<file path="src/rtl/score_drawer_pkg.sv">
// Shared definitions for the score glyph drawer.
// Contents: FSM state encoding, glyph box size, VGA coordinate widths and
// double-dabble helpers used by the BCD converter.
package score_drawer_pkg;

   typedef enum logic [2:0] {
      IDLE  = 3'd0,
      CONV  = 3'd1,
      DRAW  = 3'd2,
      FLUSH = 3'd3,
      FIN   = 3'd4
   } state_t;

   localparam int GLYPH_W   = 16;
   localparam int GLYPH_H   = 32;
   localparam int VGA_X_W   = 8;
   localparam int VGA_Y_W   = 7;
   localparam int VGA_X_MAX = 160;
   localparam int VGA_Y_MAX = 120;

   // Double-dabble correction: a nibble of 5 or more would carry past 9 after the shift.
   function automatic logic [3:0] dd_adjust(input logic [3:0] nib);
      return (nib >= 4'd5) ? (nib + 4'd3) : nib;
   endfunction

   // Largest value representable in n decimal digits (10^n - 1).
   function automatic int unsigned bcd_max(input int unsigned n);
      int unsigned v;
      v = 32'd1;
      for (int unsigned k = 0; k < n; k++) begin
         v = v * 32'd10;
      end
      return v - 32'd1;
   endfunction

endpackage

</file>
<file path="src/rtl/score_drawer_if.sv">
// Bus bundle between game logic / glyph reader / VGA adapter and score_drawer.
// slave  : the drawer's view (start, score, glyph_colour in; the rest out).
// master : the surrounding logic's view (mirror of slave).
interface score_drawer_if #(
   parameter int SCORE_W = 14
);
   logic               start;
   logic [SCORE_W-1:0] score;
   logic               busy;
   logic               done;
   logic [4:0]         glyph_id;
   logic [3:0]         glyph_i;
   logic [7:0]         glyph_j;
   logic [14:0]        glyph_colour;
   logic [7:0]         x;
   logic [6:0]         y;
   logic [14:0]        colour;
   logic               plot;

   modport slave (
      input  start, score, glyph_colour,
      output busy, done, glyph_id, glyph_i, glyph_j, x, y, colour, plot
   );

   modport master (
      output start, score, glyph_colour,
      input  busy, done, glyph_id, glyph_i, glyph_j, x, y, colour, plot
   );
endinterface

</file>
<file path="src/rtl/score_drawer_bin2bcd_seq.sv">
// Sequential binary-to-BCD converter (double-dabble, one shift per clock).
// Ports: clock, reset (async, high); start loads score and clears the BCD
// registers; digits holds NUM_DIGITS nibbles, MSD in the top nibble; valid
// rises after exactly SCORE_W shifts and stays high until the next start.
// Scores above 10^NUM_DIGITS-1 come out as all nines.
module bin2bcd_seq
   import score_drawer_pkg::*;
#(
   parameter int SCORE_W    = 14,
   parameter int NUM_DIGITS = 4
) (
   input  logic                    clock,
   input  logic                    reset,
   input  logic                    start,
   input  logic [SCORE_W-1:0]      score,
   output logic [4*NUM_DIGITS-1:0] digits,
   output logic                    valid
);
   localparam int          BCD_W     = 4 * NUM_DIGITS;
   localparam int          CNT_W     = $clog2(SCORE_W + 1);
   localparam int unsigned SAT_LIMIT = bcd_max(NUM_DIGITS);

   logic [SCORE_W-1:0] bin_r;
   logic [BCD_W-1:0]   bcd_r;
   logic [CNT_W-1:0]   cnt_r;
   logic               run_r;
   logic               sat_r;
   logic               valid_r;
   logic               sat_s;

   // One double-dabble step: adjust every nibble, then shift in the next binary bit.
   function automatic logic [BCD_W-1:0] dd_shift(input logic [BCD_W-1:0] bcd, input logic bit_in);
      logic [BCD_W-1:0] a;
      for (int k = 0; k < NUM_DIGITS; k++) begin
         a[4*k +: 4] = dd_adjust(bcd[4*k +: 4]);
      end
      return {a[BCD_W-2:0], bit_in};
   endfunction

   assign sat_s = (32'(score) > SAT_LIMIT);

   // Load on start, then shift SCORE_W times; overflowed scores saturate on the last shift.
   always_ff @(posedge clock or posedge reset) begin
      if (reset) begin
         bin_r   <= '0;
         bcd_r   <= '0;
         cnt_r   <= '0;
         run_r   <= 1'b0;
         sat_r   <= 1'b0;
         valid_r <= 1'b0;
      end else if (start) begin
         bin_r   <= score;
         bcd_r   <= '0;
         cnt_r   <= '0;
         run_r   <= 1'b1;
         sat_r   <= sat_s;
         valid_r <= 1'b0;
      end else if (run_r) begin
         bcd_r <= dd_shift(bcd_r, bin_r[SCORE_W-1]);
         bin_r <= {bin_r[SCORE_W-2:0], 1'b0};
         cnt_r <= cnt_r + CNT_W'(1);
         if (cnt_r == CNT_W'(SCORE_W - 1)) begin
            run_r   <= 1'b0;
            valid_r <= 1'b1;
            if (sat_r) begin
               bcd_r <= {NUM_DIGITS{4'd9}};
            end
         end
      end
   end

   assign digits = bcd_r;
   assign valid  = valid_r;
endmodule

</file>
<file path="src/rtl/score_drawer.sv">
// Score drawer: latches a binary score, converts it to decimal and sweeps
// every pixel of each digit glyph through an external glyph ROM reader,
// re-timing the returned colour against its screen coordinates.
// Ports: clock, reset (async, high); bus (score_drawer_if.slave) carries
// start/score/busy/done, the glyph address (glyph_id/i/j) and returned
// glyph_colour, and the VGA plot outputs x/y/colour/plot.
module score_drawer
   import score_drawer_pkg::*;
#(
   parameter int NUM_DIGITS = 4,
   parameter int SCORE_W    = 14,
   parameter int ORIGIN_X   = 96,
   parameter int ORIGIN_Y   = 4,
   parameter int ROM_LAT    = 1
) (
   input logic           clock,
   input logic           reset,
   score_drawer_if.slave bus
);
   localparam int DW        = (NUM_DIGITS > 1) ? $clog2(NUM_DIGITS) : 1;
   localparam int BCD_W     = 4 * NUM_DIGITS;
   // ROM_LAT pipeline stages plus the output register must drain before done.
   localparam int FLUSH_LEN = ROM_LAT + 1;
   localparam int FW        = $clog2(FLUSH_LEN + 1);

   generate
      if ((ORIGIN_X + NUM_DIGITS * GLYPH_W > VGA_X_MAX) || (ORIGIN_Y + GLYPH_H > VGA_Y_MAX) || (ROM_LAT < 1)) begin : g_bad_params
         $error("score_drawer: glyph box leaves the screen or ROM_LAT < 1");
      end
   endgenerate

   state_t             state_r, state_nxt_s;
   logic               bcd_start_s, bcd_valid_s;
   logic [BCD_W-1:0]   digits_s;
   logic               last_addr_s, addr_load_s;
   logic [DW-1:0]      d_r, d_nxt_s;
   logic [3:0]         i_r, i_nxt_s;
   logic [7:0]         j_r, j_nxt_s;
   logic [4:0]         id_r;
   logic [FW-1:0]      flush_r;
   logic               pv_r [ROM_LAT];
   logic [VGA_X_W-1:0] px_r [ROM_LAT];
   logic [VGA_Y_W-1:0] py_r [ROM_LAT];
   logic [VGA_X_W-1:0] x_r;
   logic [VGA_Y_W-1:0] y_r;
   logic [14:0]        colour_r;
   logic               plot_r, busy_r, done_r;

   // Coordinates are formed at 9 bits and truncated to the VGA width.
   function automatic logic [VGA_X_W-1:0] screen_x(input logic [DW-1:0] d, input logic [3:0] i);
      logic [8:0] t;
      t = 9'(ORIGIN_X) + 9'(d) * 9'(GLYPH_W) + 9'(i);
      return t[VGA_X_W-1:0];
   endfunction

   function automatic logic [VGA_Y_W-1:0] screen_y(input logic [7:0] j);
      logic [8:0] t;
      t = 9'(ORIGIN_Y) + 9'(j);
      return t[VGA_Y_W-1:0];
   endfunction

   // Digit d=0 is the most-significant nibble.
   function automatic logic [4:0] id_of(input logic [BCD_W-1:0] dg, input logic [DW-1:0] d);
      return {1'b0, dg[(NUM_DIGITS - 1 - int'(d)) * 4 +: 4]};
   endfunction

   assign bcd_start_s = (state_r == IDLE) && bus.start;

   bin2bcd_seq #(.SCORE_W(SCORE_W), .NUM_DIGITS(NUM_DIGITS)) u_bcd (
      .clock  (clock),
      .reset  (reset),
      .start  (bcd_start_s),
      .score  (bus.score),
      .digits (digits_s),
      .valid  (bcd_valid_s)
   );

   assign last_addr_s = (d_r == DW'(NUM_DIGITS - 1)) && (j_r == 8'(GLYPH_H - 1)) && (i_r == 4'(GLYPH_W - 1));
   assign addr_load_s = ((state_r == CONV) && bcd_valid_s) || ((state_r == DRAW) && !last_addr_s);

   // Next-state decode.
   always_comb begin
      state_nxt_s = state_r;
      case (state_r)
         IDLE:    if (bus.start) state_nxt_s = CONV;  else state_nxt_s = IDLE;
         CONV:    if (bcd_valid_s) state_nxt_s = DRAW; else state_nxt_s = CONV;
         DRAW:    if (last_addr_s) state_nxt_s = FLUSH; else state_nxt_s = DRAW;
         FLUSH:   if (flush_r == FW'(FLUSH_LEN - 1)) state_nxt_s = FIN; else state_nxt_s = FLUSH;
         FIN:     state_nxt_s = IDLE;
         default: state_nxt_s = IDLE;
      endcase
   end

   // Next glyph address: i innermost, then j, then digit; CONV starts the sweep at zero.
   always_comb begin
      d_nxt_s = d_r;
      i_nxt_s = i_r;
      j_nxt_s = j_r;
      if (state_r == CONV) begin
         d_nxt_s = '0;
         i_nxt_s = 4'd0;
         j_nxt_s = 8'd0;
      end else if (i_r == 4'(GLYPH_W - 1)) begin
         i_nxt_s = 4'd0;
         if (j_r == 8'(GLYPH_H - 1)) begin
            j_nxt_s = 8'd0;
            d_nxt_s = d_r + DW'(1);
         end else begin
            j_nxt_s = j_r + 8'd1;
         end
      end else begin
         i_nxt_s = i_r + 4'd1;
      end
   end

   // State register plus registered busy/done decoded from the next state.
   always_ff @(posedge clock or posedge reset) begin
      if (reset) begin
         state_r <= IDLE;
         busy_r  <= 1'b0;
         done_r  <= 1'b0;
      end else begin
         state_r <= state_nxt_s;
         busy_r  <= (state_nxt_s == CONV) || (state_nxt_s == DRAW) || (state_nxt_s == FLUSH);
         done_r  <= (state_nxt_s == FIN);
      end
   end

   // Glyph address registers; glyph_id follows the digit index being loaded.
   always_ff @(posedge clock or posedge reset) begin
      if (reset) begin
         d_r  <= '0;
         i_r  <= 4'd0;
         j_r  <= 8'd0;
         id_r <= 5'd0;
      end else if (addr_load_s) begin
         d_r  <= d_nxt_s;
         i_r  <= i_nxt_s;
         j_r  <= j_nxt_s;
         id_r <= id_of(digits_s, d_nxt_s);
      end
   end

   // Counts clocks spent in FLUSH.
   always_ff @(posedge clock or posedge reset) begin
      if (reset) begin
         flush_r <= '0;
      end else if (state_r == FLUSH) begin
         flush_r <= flush_r + FW'(1);
      end else begin
         flush_r <= '0;
      end
   end

   // Coordinate/valid delay line matching the glyph ROM latency.
   always_ff @(posedge clock or posedge reset) begin
      if (reset) begin
         for (int k = 0; k < ROM_LAT; k++) begin
            pv_r[k] <= 1'b0;
            px_r[k] <= '0;
            py_r[k] <= '0;
         end
      end else begin
         pv_r[0] <= (state_r == DRAW);
         px_r[0] <= screen_x(d_r, i_r);
         py_r[0] <= screen_y(j_r);
         for (int k = 1; k < ROM_LAT; k++) begin
            pv_r[k] <= pv_r[k-1];
            px_r[k] <= px_r[k-1];
            py_r[k] <= py_r[k-1];
         end
      end
   end

   // Output register: x/y/colour update only with a plot so they hold between frames.
   always_ff @(posedge clock or posedge reset) begin
      if (reset) begin
         plot_r   <= 1'b0;
         x_r      <= '0;
         y_r      <= '0;
         colour_r <= 15'd0;
      end else begin
         plot_r <= pv_r[ROM_LAT-1];
         if (pv_r[ROM_LAT-1]) begin
            x_r      <= px_r[ROM_LAT-1];
            y_r      <= py_r[ROM_LAT-1];
            colour_r <= bus.glyph_colour;
         end
      end
   end

   assign bus.busy     = busy_r;
   assign bus.done     = done_r;
   assign bus.glyph_id = id_r;
   assign bus.glyph_i  = i_r;
   assign bus.glyph_j  = j_r;
   assign bus.x        = x_r;
   assign bus.y        = y_r;
   assign bus.colour   = colour_r;
   assign bus.plot     = plot_r;
endmodule

</file>
<file path="src/flat_wrapper.sv">
// flat-port wrapper written by rule: the top's interface ports become plain ports
module score_drawer_flat import score_drawer_pkg::*;
#(
   parameter int NUM_DIGITS = 4,
   parameter int SCORE_W    = 14,
   parameter int ORIGIN_X   = 96,
   parameter int ORIGIN_Y   = 4,
   parameter int ROM_LAT    = 1
)
  (clock, reset, bus_start, bus_score, bus_glyph_colour, bus_busy, bus_done, bus_glyph_id, bus_glyph_i, bus_glyph_j, bus_x, bus_y, bus_colour, bus_plot);
  score_drawer_if #(.SCORE_W(SCORE_W)) bus_i ();
  input logic clock;
  input logic reset;
  input wire logic [$bits(bus_i.start)-1:0] bus_start;
  input wire logic [$bits(bus_i.score)-1:0] bus_score;
  input wire logic [$bits(bus_i.glyph_colour)-1:0] bus_glyph_colour;
  output wire logic [$bits(bus_i.busy)-1:0] bus_busy;
  output wire logic [$bits(bus_i.done)-1:0] bus_done;
  output wire logic [$bits(bus_i.glyph_id)-1:0] bus_glyph_id;
  output wire logic [$bits(bus_i.glyph_i)-1:0] bus_glyph_i;
  output wire logic [$bits(bus_i.glyph_j)-1:0] bus_glyph_j;
  output wire logic [$bits(bus_i.x)-1:0] bus_x;
  output wire logic [$bits(bus_i.y)-1:0] bus_y;
  output wire logic [$bits(bus_i.colour)-1:0] bus_colour;
  output wire logic [$bits(bus_i.plot)-1:0] bus_plot;
  assign bus_i.start = bus_start;
  assign bus_i.score = bus_score;
  assign bus_i.glyph_colour = bus_glyph_colour;
  assign bus_busy = bus_i.busy;
  assign bus_done = bus_i.done;
  assign bus_glyph_id = bus_i.glyph_id;
  assign bus_glyph_i = bus_i.glyph_i;
  assign bus_glyph_j = bus_i.glyph_j;
  assign bus_x = bus_i.x;
  assign bus_y = bus_i.y;
  assign bus_colour = bus_i.colour;
  assign bus_plot = bus_i.plot;
  score_drawer #(.NUM_DIGITS(NUM_DIGITS), .SCORE_W(SCORE_W), .ORIGIN_X(ORIGIN_X), .ORIGIN_Y(ORIGIN_Y), .ROM_LAT(ROM_LAT)) u_core (.clock(clock), .reset(reset), .bus(bus_i));
endmodule
</file>
<file path="config.mk">
export PLATFORM = sky130hd
export DESIGN_NAME = score_drawer_flat
export DESIGN_NICKNAME = d
export VERILOG_FILES = /design/src/rtl/score_drawer_pkg.sv /design/src/rtl/score_drawer_if.sv /design/src/rtl/score_drawer_bin2bcd_seq.sv /design/src/rtl/score_drawer.sv /design/src/flat_wrapper.sv
export SDC_FILE = /design/constraint.sdc
export NUM_CORES = 1
export LEC_CHECK = 0
export CAP_MARGIN = 20
export CORE_MARGIN = 2
export CORE_UTILIZATION = 57
export CTS_CLUSTER_SIZE = 30
export DETAILED_ROUTE_END_ITERATION = 8
export PLACE_DENSITY = 0.9
export SYNTH_ARGS = -nofsm -noshare
export SYNTH_HDL_FRONTEND = slang
export SYNTH_SLANG_ARGS = --single-unit
</file>
<file path="constraint.sdc">
create_clock -name clock -period 6.1 [get_ports clock]
set_clock_uncertainty 0.1 [all_clocks]
set_input_delay 1.525 -clock clock [delete_from_list [all_inputs] [get_ports clock]]
set_output_delay 1.525 -clock clock [all_outputs]
set_load 0.005 [all_outputs]
</file>
==> impl_metrics.csv, run 1 <==
group,metric,value,unit
worst_setup_path,crit_chain,"clkdlybuf4s50_1",
route,avgViaCountPerCell,5.883,
worst_setup_path,cp_top_family,"buffers and inverters",
synth,synth_nets,493,
cells_and_area,multiInputGateArea,0.002042,sq mm
synth,syn_area,0.004870,sq mm
floorplan,dieArea,0.009299,sq mm
worst_setup_path,r2r_end,"u_core.bus.glyph_id[0]",
placed_design,dp_cells,614,
cts,insertion_delay,380,ps
synth,netlist_instances,446,
route,routedWlPerCell,16.88,microns
min_path,hp-class,"register to register",
synth,syn_area_per_cell,10.92,sq um
outcome,outcome,"completed",
worst_setup_path,cp.arrival,1470,ps
cts,cts.clk_slew.worst_paths,110,ps
synth,ys_ff_latch,107,
worst_setup_path,slowest_stage,"clkdlybuf4s50_1",
cts,cts_hold_buf,0,
cells_and_area,layout.cells.non_filler,632,
cts,cts-root-buf,"clkbuf_8",
sta,hold_violations,0,
placed_design,io_buffers,80,
sta,setup_viol,0,
worst_setup_path,start_kind,"register",
route,drtIter0Drc,175,
synth,synth_area_leaders,"dfrtp_1, mux2_2, o21ai_0, nand2_1, mux2i_1",
cts,cts_tree,"yes",
sta,rsz0062_at_grt,"no",
worst_setup_path,critical_path_buf_inv_count,1,
placed_design,pre_cts_slack,2799,ps
sta,fmax,322.7,MHz
route,drc,0,
synth,synth-seq-area-share,54.98,%
cells_and_area,area.sequential,0.002678,sq mm
cts,ctsResizeCount,0,
pwr,cellLeakagePower,0.002700,uW
sta,relSlewSlack,36.30,%
flow_run,cap_violations,0,
route,wl_met2,5.688,mm
global_routing,grt_max_degree,78,
sta,tightestPinTransition,955.5,ps
synth,yosys_warnings,0,
floorplan,io_pins,82,
floorplan,initial_core_util,58.97,%
cells_and_area,syn_to_final_growth,22.82,%
synth,synth.distinct_cells,51,
route,num_vias,3718,
floorplan,core-area,0.008258,sq mm
sta,final_max_slew_viol_count,0,
route,m1WireLength,4.135,mm
synth,synth_top_area_cell,"dfrtp_1",
pwr,ir_worst_vdd,0.2284,mV
global_routing,grt-ovfl-total,0,
placed_design,gp_congestion,0.8878,
worst_setup_path,slowest_delay,560,ps
placed_design,hpwl,7.511,mm
worst_setup_path,end_kind,"output pin",
cts,cts_setup_buffers,0,
route,top_layer_used,"met4",
worst_setup_path,worstPathRequired,4470,ps
min_path,min_from,"u_core.flush_r[0]",
floorplan,rows,33,
cells_and_area,layout.nets,569,
sta,tns,0,ps
global_routing,grt_pass1_wl,17.10,mm
cts,h-tree-depth,3,
worst_setup_path,regToRegSetupSlack,3230,ps
route,drt_first_pass_iters,5,
min_path,whs_endpoint,"u_core.flush_r[0]",
global_routing,grt_pass1_vias,3635,
cts,clockBufferDepth,2,
pwr,power_density,424.0,mW/mm^2
route,antenna_left,0,
worst_setup_path,path_max_fanout,9,
min_path,whs_path_depth,1,
floorplan,die_h,96.43,microns
route,met3_wirelength,669,microns
pwr,power.total,2536,uW
floorplan,die_width,96.43,microns
sta,min_period_over_period,50.80,%
worst_setup_path,rr_worst_depth,5,
cts,clock-sinks,107,
sta,whs,356.6,ps
global_routing,grt_usage,23.95,%
sta,min_period,3099,ps
sta,setup_ws,3001,ps
cells_and_area,drive_gt1_share,11.95,%
cells_and_area,fill_cells,553,
synth,yosys.area.top_type_share,54.98,%
worst_setup_path,r2r-start,"u_core.state_r[2]",
route,drt_wl_total,10.67,mm
cells_and_area,n_antenna_cell,0,
global_routing,grt_antenna_before_repair,0,
worst_setup_path,critical_path_class,"register to output pin",
cts,numCtsBuffers,9,
==> sequential cells by signal, summed over array words and instances (netlist names), 3 cells and up <==
name                 count
u_core.u_bcd.digits     16
u_core.bus.colour       15
u_core.u_bcd.bin_r      14
u_core.bus.glyph_j       8
u_core.bus.x             7
u_core.bus.y             7
u_core.px_r              7
u_core.py_r              7
u_core.bus.glyph_i       4
u_core.bus.glyph_id      4
u_core.u_bcd.cnt_r       4
u_core.state_r           3
==> Yosys cell counts, drive strengths merged <==
cell / number
or3b: 1
o22ai: 5
mux2i: 19
o22a: 1
and3: 2
nand2: 53
nand2b: 7
buf: 6
and2: 2
inv: 17
a2111oi: 4
or2: 3
or4: 1
nand4: 3
xor2: 3
clkbuf: 13
xnor2: 7
dfrtp: 107
nor4b: 3
o21ai: 50
a211oi: 4
nor2: 32
a221oi: 2
mux2: 31
a21boi: 1
or4b: 1
conb: 1
o21bai: 1
nor3: 9
a22oi: 1
a31oi: 2
o211a: 1
a21oi: 17
or3: 1
a22o: 2
nor3b: 6
nor4: 2
o31a: 1
ha: 15
nand3: 8
a21o: 1
==> metrics by stage <==
step           utilization (%)  area, sq um
2_1_floorplan                -         4870
3_3_place_gp             69.42         5733
3_5_place_dp             69.42         5733
4_1_cts                  71.76         5926
5_1_grt                  72.42         5981
6_report                 72.42         5981
==> metal layers <==
metal / global-route usage [%] / vias to the layer above
met3: 5.043 / 13
met2: 43.29 / 156
met4: 7.512 / 0
met5: 0 / -
li1: - / 1715
met1: 28.65 / 1834
==> placed cells by master (no fill, tap or decap), types with 3 or more instances in the layout <==
| cell type | Yosys | routed |
|---|---|---|
| nor2_1 | 32 | 32 |
| nand2_1 | 53 | 53 |
| nand4_1 | 3 | 3 |
| nor3b_1 | 5 | 5 |
| xor2_1 | 3 | 3 |
| nor3_1 | 8 | 8 |
| ha_1 | 15 | 15 |
| a21oi_1 | 17 | 17 |
| xnor2_1 | 7 | 7 |
| inv_1 | 17 | 16 |
| nand3_1 | 8 | 8 |
| o21ai_0 | 49 | 49 |
| dfrtp_1 | 107 | 107 |
| o22ai_1 | 5 | 5 |
| mux2_2 | 31 | 31 |
| nand2b_1 | 7 | 7 |
| a2111oi_0 | 4 | 4 |
| mux2i_1 | 19 | 19 |
| clkbuf_8 | 0 | 10 |
| a211oi_1 | 4 | 4 |
| clkdlybuf4s50_1 | 0 | 80 |
| clkinv_4 | 0 | 3 |
==> final cells by class <==
| class | instances | share of cell area (%) |
|---|---|---|
| clock buffers | 10 | 2.301 |
| flip-flops and latches | 107 | 44.77 |
| well taps | 105 | 2.197 |
| clock inverters | 6 | 0.9205 |
| repair buffers | 84 | 14.56 |
| inverters | 17 | 1.109 |
| multi-input cells | 303 | 34.14 |
==> how the worst max path moves through the flow <==
stage,endpoint,cells after the start,slack (ps),startpoint
finish,bus_glyph_j[5],1,3000,u_core.bus.glyph_j[5]
global route,bus_glyph_j[4],1,2920,u_core.bus.glyph_j[4]
CTS,bus_glyph_j[4],1,2980,u_core.bus.glyph_j[4]
detailed placement,u_core.u_bcd.digits[5],6,2800,bus_start
global placement,u_core.u_bcd.digits[6],6,2890,bus_start
floorplan,u_core.bus.busy,1,1660,reset
==> where the power goes <==
part	total [uW]	switching, uW	internal (uW)
clock network	421	254	168
registers	1130	197	934
logic	983	467	517
==> cells by family after synthesis <==
family / Yosys count / synth area share, %
simple gates: 134 / 13.67
buf+inv: 36 / 3.263
flops: 107 / 54.98
other cells: 1 / 0.07701
compound gates: 93 / 11.28
xor+xnor: 10 / 1.799
fa+ha+maj: 15 / 3.854
mux: 50 / 11.07
(Power assumes the default switching activity.)
==> run 2, diff against run 1 <==
Settings changed: CORE_UTILIZATION 57 to 48, PLACE_DENSITY 0.9 to 0.81.
Clock period 6.1 ns to 2.65 ns, I/O delays scaled along.
==> impl_metrics.csv, run 2 (synthesis results as in run 1) <==
group,metric,value,unit
placed_design,hpwl,7.309,mm
cts,cts.clk_slew.worst_paths,110,ps
sta,rsz0062_at_grt,"no",
cts,clockBufferDepth,2,
sta,tns,0,ps
worst_setup_path,cp-startpoint,"u_core.bus.glyph_j[5]",
placed_design,io_buffers,80,
global_routing,grt_max_degree,108,
worst_setup_path,start_kind,"register",
floorplan,core-area,0.009819,sq mm
route,drtIter0Drc,158,
route,routedWlPerCell,15.42,microns
min_path,min_from,"u_core.flush_r[0]",
pwr,cellLeakagePower,0.002749,uW
cells_and_area,fill_cells,832,
worst_setup_path,path_max_fanout,12,
floorplan,io_pins,82,
floorplan,initial_core_util,49.59,%
route,drc,0,
cells_and_area,layout.nets,580,
cells_and_area,final_common_cell,"dfrtp_1",
cts,numCtsBuffers,9,
sta,relSlewSlack,49.75,%
route,antenna_left,0,
cts,clock-sinks,107,
global_routing,grt_usage,19.20,%
flow_run,cap_violations,0,
global_routing,grt_pass1_vias,3608,
cells_and_area,largest_reg_flops,16,
floorplan,rows,36,
outcome,outcome,"completed",
worst_setup_path,rr_worst_depth,5,
global_routing,grt-ovfl-total,0,
min_path,whs_endpoint,"u_core.flush_r[0]",
cells_and_area,post-route-util,62.13,%
cells_and_area,drive_gt1_share,13.94,%
sta,final_max_slew_viol_count,0,
sta,setup_viol,0,
global_routing,grt_antenna_before_repair,0,
worst_setup_path,critical_path_class,"register to register",
sta,min_period,2535,ps
cells_and_area,layout_common_cells,"dfrtp_1, clkdlybuf4s50_1, nand2_1, o21ai_0, nor2_1",
min_path,whs_path_depth,1,
global_routing,grt_pass1_wl,17.22,mm
worst_setup_path,end_kind,"register",
pwr,power_density,970.0,mW/mm^2
floorplan,die_h,104.7,microns
cts,h-tree-depth,3,
sta,hold_violations,0,
min_path,hp-class,"register to register",
worst_setup_path,worstPathRequired,2820,ps
cts,cts_hold_buf,0,
sta,fmax,394.5,MHz
worst_setup_path,cp.arrival,2710,ps
route,num_vias,3660,
cts,insertion_delay,380,ps
cts,cts_tree,"yes",
worst_setup_path,r2r-start,"u_core.bus.glyph_j[5]",
cts,cts-root-buf,"clkbuf_8",
worst_setup_path,regToRegSetupSlack,120,ps
floorplan,dieArea,0.01097,sq mm
cells_and_area,syn_to_final_growth,25.28,%
placed_design,gp_congestion,0.8908,
sta,min_period_over_period,95.65,%
cts,cts_setup_buffers,0,
route,drt_first_pass_iters,4,
floorplan,die_width,104.7,microns
worst_setup_path,r2r_end,"u_core.bus.glyph_i[3]",
route,avgViaCountPerCell,5.455,
route,drt_wl_total,10.35,mm
cells_and_area,n_antenna_cell,0,
pwr,ir_worst_vdd,0.4381,mV
sta,tightestPinTransition,753.8,ps
[run 2: cell types whose count changed in the layout (fill, tap and decap cells not counted), sizes merged]
cell / previous run / this run
buf: 4 / 15
clkinv: 3 / 0
clkinvlp: 0 / 2
bufinv: 0 / 1
[run 2: worst max-delay path: stages (launching register included)]
cell	delay [ps]
dfrtp_1	490
nor4b_1	500
nand4_1	190
a21oi_1	650
o21ai_0	240
a21boi_0	270
[run 2: power breakdown]
part | total, uW | switching [uW] | internal (uW) | leakage (uW)
combinational | 2260 | 1050 | 1210 | 0.00128
clock | 1070 | 592 | 483 | 0.000107
sequential | 2580 | 430 | 2150 | 0.00136
total | 5920 | 2070 | 3840 | 0.00275
[run 2: how the worst max path moves through the flow]
| stage | end | slack (ps) |
|---|---|---|
| after floorplan | u_core.bus.glyph_id[0] | 300 |
| after global placement | u_core.bus.glyph_id[1] | 270 |
| after detailed placement | u_core.bus.glyph_j[3] | 200 |
| after CTS | u_core.bus.glyph_i[3] | 170 |
| after global routing | u_core.bus.glyph_i[3] | 8 |
| final | u_core.bus.glyph_i[3] | 120 |
[run 2: per-layer routing]
layer | up-vias | part of all wire (%) | track usage, %
li1 | 1724 | - | -
met1 | 1784 | 42 | 24.00
met2 | 138 | 52 | 34.09
met3 | 14 | 5.0 | 2.994
met4 | 0 | 1.2 | 6.095
met5 | - | 0 | 0
[run 2: final cells by class]
class	instances	area [sq um]	share of cell area, %
clock buffer	10	137.6	2.256
clock inverter	6	77.57	1.272
inverter	17	67.56	1.107
multi-input combinational	303	2048	33.57
sequential	107	2678	43.89
tap	133	166.4	2.728
timing repair buffer	95	925.9	15.18
[run 2: timing repair]
| item | 4_1_cts | 5_1_grt |
|---|---|---|
| resized for setup | 0 | 1 |
| setup endpoints to repair | 0 | 1 |
| endpoints found under the hold margin | 0 | 0 |
[run 2: per-stage QoR]
stage	total power [uW]	cells	instance area [sq um]	hold slack [ps]	setup slack (ps)
6_report	5918	671	6101	355.2	115.2
5_1_grt	6325	671	6101	366.7	7.871
4_1_cts	5981	671	6095	363.1	171.7
3_5_place_dp	4884	655	5879	349.5	201.0
3_3_place_gp	4719	655	5879	325.7	267.4
2_1_floorplan	3907	446	4873	270.4	300.1
